$ cat src/rtl/mul_16bitx16_booth_pp.sv
// Two-stage radix-4 Booth partial-product generator for signed W x W multiply.
// Emits PP_NUM sign-extended rows transposed column-major for the Wallace compressors.
module mul_16bitx16_booth_pp #(
  parameter  int W      = 16,
  localparam int PP_NUM = W / 2
) (
  input  logic                     i_clk,
  input  logic                     i_rst,
  input  logic                     i_valid,
  output logic                     o_ready,
  input  logic [W-1:0]             i_num_a,
  input  logic [W-1:0]             i_num_b,
  output logic                     o_valid,
  input  logic                     i_ready,
  output logic [2*W*PP_NUM-1:0]    o_pp
);

  localparam int RW = 2 * W;

  logic                     s1_vld_q, s1_vld_d;
  logic [W-1:0]             a_q, a_d;
  logic [3*PP_NUM-1:0]      code_q, code_d;
  logic                     o_valid_q, o_valid_d;
  logic [RW*PP_NUM-1:0]     pp_q, pp_d;

  logic                     s2_adv, s1_adv, accept;
  logic [W:0]               b_ext;
  logic [RW-1:0]            a_ext;
  logic [RW-1:0]            mult;
  logic [RW-1:0]            row [PP_NUM];

  // A stage moves when the one after it is empty or draining this cycle.
  assign s2_adv  = !o_valid_q || i_ready;
  assign s1_adv  = !s1_vld_q || s2_adv;
  assign accept  = i_valid && s1_adv;
  assign o_ready = s1_adv;
  assign o_valid = o_valid_q;
  assign o_pp    = pp_q;

  // Stage 1: capture A and the Booth triplets of B (b[-1] is the appended zero).
  always_comb begin
    // NOTE: every always_comb output gets a default first so no path infers a latch.
    a_d      = a_q;
    code_d   = code_q;
    b_ext    = {i_num_b, 1'b0};
    s1_vld_d = s1_adv ? i_valid : s1_vld_q;
    if (accept) begin
      a_d = i_num_a;
      for (int i = 0; i < PP_NUM; i++) begin
        code_d[3*i +: 3] = b_ext[2*i +: 3];
      end
    end
  end

  // Stage 2: A is sign-extended to 2W first, so -A and -2A stay exact for A = -2^(W-1).
  always_comb begin
    a_ext     = {{W{a_q[W-1]}}, a_q};
    mult      = '0;
    pp_d      = pp_q;
    o_valid_d = o_valid_q;
    for (int i = 0; i < PP_NUM; i++) begin
      case (code_q[3*i +: 3])
        3'b001, 3'b010: mult = a_ext;
        3'b011:         mult = a_ext << 1;
        3'b100:         mult = -(a_ext << 1);
        3'b101, 3'b110: mult = -a_ext;
        default:        mult = '0;
      endcase
      row[i] = mult << (2 * i);
    end
    if (s2_adv) begin
      o_valid_d = s1_vld_q;
      if (s1_vld_q) begin
        for (int k = 0; k < RW; k++) begin
          for (int r = 0; r < PP_NUM; r++) begin
            pp_d[PP_NUM*k + r] = row[r][k];
          end
        end
      end
    end
  end

  always_ff @(posedge i_clk or posedge i_rst) begin
    if (i_rst) begin
      // NOTE: data registers are reset too, so o_pp reads zero whenever reset has just been applied.
      s1_vld_q  <= 1'b0;
      a_q       <= '0;
      code_q    <= '0;
      o_valid_q <= 1'b0;
      pp_q      <= '0;
    end else begin
      // NOTE: state uses non-blocking assignments so every flop samples pre-edge values.
      s1_vld_q  <= s1_vld_d;
      a_q       <= a_d;
      code_q    <= code_d;
      o_valid_q <= o_valid_d;
      pp_q      <= pp_d;
    end
  end

endmodule

$ cat config.mk
export PLATFORM = sky130hd
export DESIGN_NAME = mul_16bitx16_booth_pp
export DESIGN_NICKNAME = d
export VERILOG_FILES = /design/src/rtl/mul_16bitx16_booth_pp.sv
export SDC_FILE = /design/constraint.sdc
export NUM_CORES = 1
export LEC_CHECK = 0
export BUFFER_PORTS_ARGS = -buffer_cell sky130_fd_sc_hd__buf_4
export CAP_MARGIN = 5
export CORE_UTILIZATION = 25
export DETAILED_ROUTE_END_ITERATION = 8
export SYNTH_ARGS = -nofsm -noshare
export SYNTH_HDL_FRONTEND = slang
export SYNTH_SLANG_ARGS = --single-unit
$ cat constraint.sdc
create_clock -name i_clk -period 10.9 [get_ports i_clk]
set_input_delay 2.725 -clock i_clk [delete_from_list [all_inputs] [get_ports i_clk]]
set_output_delay 2.725 -clock i_clk [all_outputs]
set_load 0.03 [all_outputs]
==> results.toml, run 1 <==
[synth]
synth_enable_flop_cells = 0
synth_cells = 1585
async_flop_share_pct = 100
avgSynthCellArea_um2 = 8.70
syn-cell-area_mm2 = 0.0138
ys_ff_latch = 234
ys_types = 76
synth_warnings = 0
ys_seq_area_share_pct = 42.4
synthFlopType = "dfrtp_1"

[floorplanning]
dieArea_mm2 = 0.0561
core_mm2 = 0.0541
die_width_um = 237
io_pins = 294
num_rows = 85
start_util_pct = 25.5
die_h_um = 237

[clock_network]
hold_buffers = 0
clock_sinks = 234
cts_buffer_depth = 3
root_buffer = "clkbuf_16"
cts_setup_buffers = 0
htree_num_levels = 1
numCtsBuffers = 30
cts_resized = 0
clkLatencyLatePin_ns = 0.58
clk_pin_slew_ns = 0.06
cts_tree = "done"

[sta]
slew_headroom_pct = 23.4
setup_viol = 0
fin_setup_tns_ns = 0
skew_ns = 0.0217
hold_viol = 0
tightest_slew_ns = 1.15
period_needed_ns = 5.93
fin_crit_sh_pct = 54.4
slew_viol_final = 0
fmax_mhz = 169
rsz0062_at_grt = "false"

[detailed_routing]
drtAntennaViolNets = 0
wl_per_cell_um = 23.7
top_layer = "met4"
drcViolationCount = 0
wl_um = 58500
drt_pass1_iterations = 7
wl_met1_um = 23900
drt_iter0_markers = 1493
dr_total_vias = 13300
met2WireLength_um = 27300
viasPerCell = 5.40
dr_wl_met3_um = 5330

[worst_setup_path]
cp-end-kind = "primary output"
arrival_ns = 3.21
crit_end = "o_ready"
start_kind = "input pin"
crit_required_ns = 8.18
path_cells = "buf_4 -> nand3b_1 -> buf_4"
reg2reg_depth = 10
r2r_start = "a_q[0]"
timing.rr.end = "o_pp[154]"
reg2reg_setup_slack_ns = 6.14
cp_max_fo = 3
cpMostUsedCell = "buf_4"
crit_start = "i_ready"
worstSetupPathType = "input pin to primary output"
critPathMaxStageDelay_ns = 0.19
cp_slowest_cell = "buf_4"

[power_and_ir_drop]
vdd_ir_drop_max_mv = 0.128
power.leakage_nw = 7.55
powerDensity_mw_per_mm2 = 257

[grt]
overflow = 0
antenna_found_initial = 0
grt_pass1_wl_um = 85500
grt.total_usage_pct = 20.3
grt_pass1_vias = 12400
grt_max_degree = 159

[status]
status = "completed"

[final_layout]
area_growth_pct = 23.5
post-route-util_pct = 31.5
antenna_cells = 0
nNetsFinal = 1783
fillers = 5637
drive_above_1_share_pct = 22.0

[job]
max_cap_violations = 0

[place]
port_buffers = 237
dp_hpwl_um = 41900
gp_congestion = 0.913

[hold_path]
min_path_type = "flip-flop to flip-flop"
## cell type report
type                            count  area, um^2  area share (%)
Multi-Input combinational cell   1191        7100            41.7
Clock inverter                     10         184            1.08
Timing Repair Buffer              274        2070            12.1
Tap cell                          696         871            5.11
Sequential cell                   234        5860            34.4
Clock buffer                       45         898            5.27
Inverter                           14        60.1           0.352
## routing by layer
layer,GRT usage (%),vias to the layer above
met5,0,-
met4,6.12,0
met3,3.82,113
met2,33.2,727
met1,27.0,6563
li1,-,5897
## cell usage after synthesis (8+ instances only)
cell type / n / share of area [%]
o22ai_1: 19 / 0.86
a221o_1: 11 / 0.80
dfrtp_1: 234 / 42
and2_1: 12 / 0.54
nor2b_1: 13 / 0.59
inv_1: 9 / 0.24
or3_1: 9 / 0.41
xor2_1: 20 / 1.3
a221oi_1: 25 / 1.6
a21oi_1: 101 / 3.7
mux2i_1: 13 / 0.94
o21a_1: 22 / 1.2
nand2_1: 228 / 6.2
buf_1: 22 / 0.60
xnor2_1: 51 / 3.2
a22oi_1: 49 / 2.7
o211ai_1: 14 / 0.76
nand3_1: 21 / 0.76
o221ai_1: 16 / 1.0
nor3_1: 39 / 1.4
buf_2: 13 / 0.47
clkbuf_1: 104 / 2.8
nand2b_1: 12 / 0.54
a222oi_1: 8 / 0.58
buf_4: 60 / 3.3
o21ai_0: 132 / 4.8
a21o_1: 27 / 1.5
nor2_1: 137 / 3.7
o31ai_1: 9 / 0.49
mux2_2: 36 / 2.9
## cells by family (layout without fill, tap and decap cells)
logic type,Yosys count,in the layout,share of synthesized area (%)
compound gates,510,510,24.8
xor+xnor,73,73,4.82
fa+ha+maj,2,2,0.181
buf+inv,215,343,7.71
flops,234,234,42.4
mux,49,49,3.88
other cells,1,56,0.0272
simple gates,501,501,16.1
## sequential cells by signal, indices dropped and copies added (netlist names)
register  count
s1_vld_q      1
code_q       16
a_q          16
o_valid       1
o_pp        200
## through the flow
stage	std cells	hold slack, ns	setup WS [ns]	instance area [um^2]	total power, mW
after CTS	2464	0.475	4.96	17000	4.42
final	2464	0.469	4.97	17000	4.39
after global placement	2409	0.458	4.95	16000	3.29
after detailed placement	2409	0.462	4.97	16000	3.31
after global routing	2464	0.493	4.94	17000	4.60
after floorplan	1640	0.486	1.76	14000	2.52
## report_power, final
| group | internal [mW] | switching [mW] |
|---|---|---|
| Clock | 0.683 | 0.402 |
| Combinational | 0.659 | 1.32 |
| Sequential | 1.12 | 0.198 |
| Total | 2.46 | 1.92 |
## placed cells by master (no fill, tap or decap), types with 22 or more instances in the layout
cell,Yosys,routed
nand2_1,228,227
o21a_1,22,22
conb_1,1,56
a21oi_1,101,101
buf_4,60,273
dfrtp_1,234,234
a221oi_1,25,25
nor3_1,39,39
xnor2_1,51,50
clkbuf_16,0,31
mux2_2,36,36
o21ai_0,132,132
nor2_1,137,137
a21o_1,27,27
a22oi_1,49,49
## worst min-delay path by stage
| stage | start | endpoint | slack (ns) | depth (start not counted) |
|---|---|---|---|---|
| detailed placement | o_pp[0] | o_pp[0] | 0.46 | 2 |
| global placement | o_pp[136] | o_pp[136] | 0.46 | 2 |
| finish | o_pp[0] | o_pp[0] | 0.47 | 2 |
| floorplan | s1_vld_q | o_valid | 0.49 | 1 |
| global route | o_pp[136] | o_pp[136] | 0.49 | 2 |
| CTS | o_pp[0] | o_pp[0] | 0.48 | 2 |
## critical path, delay by kind of cell
family	cells	cell delay, ns
simple gates	1	0.18
buf+inv	2	0.30
No activity file was read; power rests on OpenSTA's default activity.
==> run 2: changes to the inputs <==
Clock period 10.9 ns to 4.88 ns, I/O delays scaled along.
==> run 2 against run 1 <==
Against the previous run:
- critical path type is now flip-flop to flip-flop
- non-clock buffer count up 24
- utilization increased by 0.32 points
- clock skew down 0.0074 ns
- critical endpoint is now o_pp[200]
- via count shrank 0.70%
- largest cell class unchanged
==> results.toml, run 2 (synthesized netlist as in run 1, its figures left out) <==
[status]
status = "completed"

[worst_setup_path]
crit_required_ns = 5.32
timing.rr.end = "o_pp[200]"
cp-end-kind = "flip-flop"
cp_max_fo = 19
arrival_ns = 4.34
reg2reg_setup_slack_ns = 0.98
r2r_start = "a_q[0]"
worstSetupPathType = "flip-flop to flip-flop"
reg2reg_depth = 9
start_kind = "flip-flop"

[detailed_routing]
dr_total_vias = 13200
viasPerCell = 5.31
wl_um = 60000
drtAntennaViolNets = 0
drt_iter0_markers = 1281
drt_pass1_iterations = 6
wl_per_cell_um = 24.1
drcViolationCount = 0

[sta]
slew_headroom_pct = 18.6
fin_setup_tns_ns = 0
slew_viol_final = 0
fmax_mhz = 256
hold_viol = 0
period_needed_ns = 3.90
rsz0062_at_grt = "false"
setup_viol = 0
fin_crit_sh_pct = 79.9
skew_ns = 0.0142
tightest_slew_ns = 1.21

[clock_network]
cts_resized = 0
cts_tree = "done"
clk_pin_slew_ns = 0.06
clock_sinks = 234
root_buffer = "clkbuf_16"
cts_setup_buffers = 0
clkLatencyLatePin_ns = 0.59
cts_buffer_depth = 3
htree_num_levels = 1
numCtsBuffers = 30
hold_buffers = 0

[hold_path]
min_delay_path_depth = 2
min_path_type = "flip-flop to flip-flop"
min_to = "o_pp[178]"
hp-start = "o_pp[178]"

[final_layout]
nNetsFinal = 1807
area_growth_pct = 24.8
antenna_cells = 0
drive_above_1_share_pct = 23.4
layout_common_cells = "buf_4, dfrtp_1, nand2_1, nor2_1, o21ai_0"
largest_reg_flops = 200
layout_commonest_cell = "buf_4"

[grt]
antenna_found_initial = 0
overflow = 0
grt_pass1_wl_um = 88000
grt_max_degree = 70
grt.total_usage_pct = 20.8
grt_pass1_vias = 12600

[floorplanning]
io_pins = 294
start_util_pct = 25.5
num_rows = 85
die_h_um = 237
dieArea_mm2 = 0.0561
core_mm2 = 0.0541
die_width_um = 237

[power_and_ir_drop]
vdd_ir_drop_max_mv = 0.260
power_mw = 9.83
power.leakage_nw = 7.65
powerDensity_mw_per_mm2 = 571

[place]
port_buffers = 237
gp_congestion = 0.931
dp_hpwl_um = 44400

[job]
max_cap_violations = 0
==> run 2: cell count changes in the layout (fill, tap and decap cells not counted), sizes merged <==
cell,previous run,this run
buf,274,298
clkbuf,45,39
clkinv,8,13
clkinvlp,2,5
bufinv,5,4
==> run 2: power by group <==
group	leakage (nW)	switching, mW	internal [mW]
Combinational	4.23	2.86	1.49
Sequential	2.89	0.561	2.50
Clock	0.525	0.943	1.46
==> run 2: layer usage <==
layer | GRT usage [%] | part of all wire (%)
met5 | 0 | 0
met4 | 7.87 | 3.6
met3 | 3.44 | 7.9
met2 | 33.2 | 46
met1 | 28.2 | 42
==> run 2: critical path, stage by stage (launching register included) <==
cell      delay [ns]
dfrtp_1         0.59
inv_1           0.35
ha_1            0.73
nor3b_2         0.29
buf_4           0.24
nand2_1         0.19
o21ai_2         0.62
nor3_1          0.16
a311oi_4        0.46
nand2_1         0.11
==> run 2: cell type report <==
class                           instances  area [um^2]
Clock buffer                           39          865
Clock inverter                         17          221
Fill cell                            5692        36900
Inverter                               14         56.3
Multi-Input combinational cell       1191         7090
Sequential cell                       234         5860
Tap cell                              696          871
Timing Repair Buffer                  298         2250
==> run 2: stage by stage <==
step	hold WS [ns]	cell area (um^2)	setup slack, ns	std cells	utilization (%)
2_1_floorplan	0.486	14000	0.596	1640	-
3_3_place_gp	0.453	16100	1.25	2433	29.8
3_5_place_dp	0.465	16100	1.09	2433	29.8
4_1_cts	0.478	17200	1.08	2489	31.8
5_1_grt	0.500	17200	0.786	2489	31.8
6_report	0.473	17200	0.980	2489	31.8
==> run 2: how the worst max path moves through the flow <==
| stage | from | end | depth (start not counted) |
|---|---|---|---|
| global placement | a_q[0] | o_pp[232] | 9 |
| finish | a_q[0] | o_pp[200] | 9 |
| CTS | a_q[0] | o_pp[200] | 9 |
| global route | a_q[0] | o_pp[232] | 9 |
| detailed placement | a_q[0] | o_pp[200] | 9 |
| floorplan | i_rst | a_q[0] | 1 |
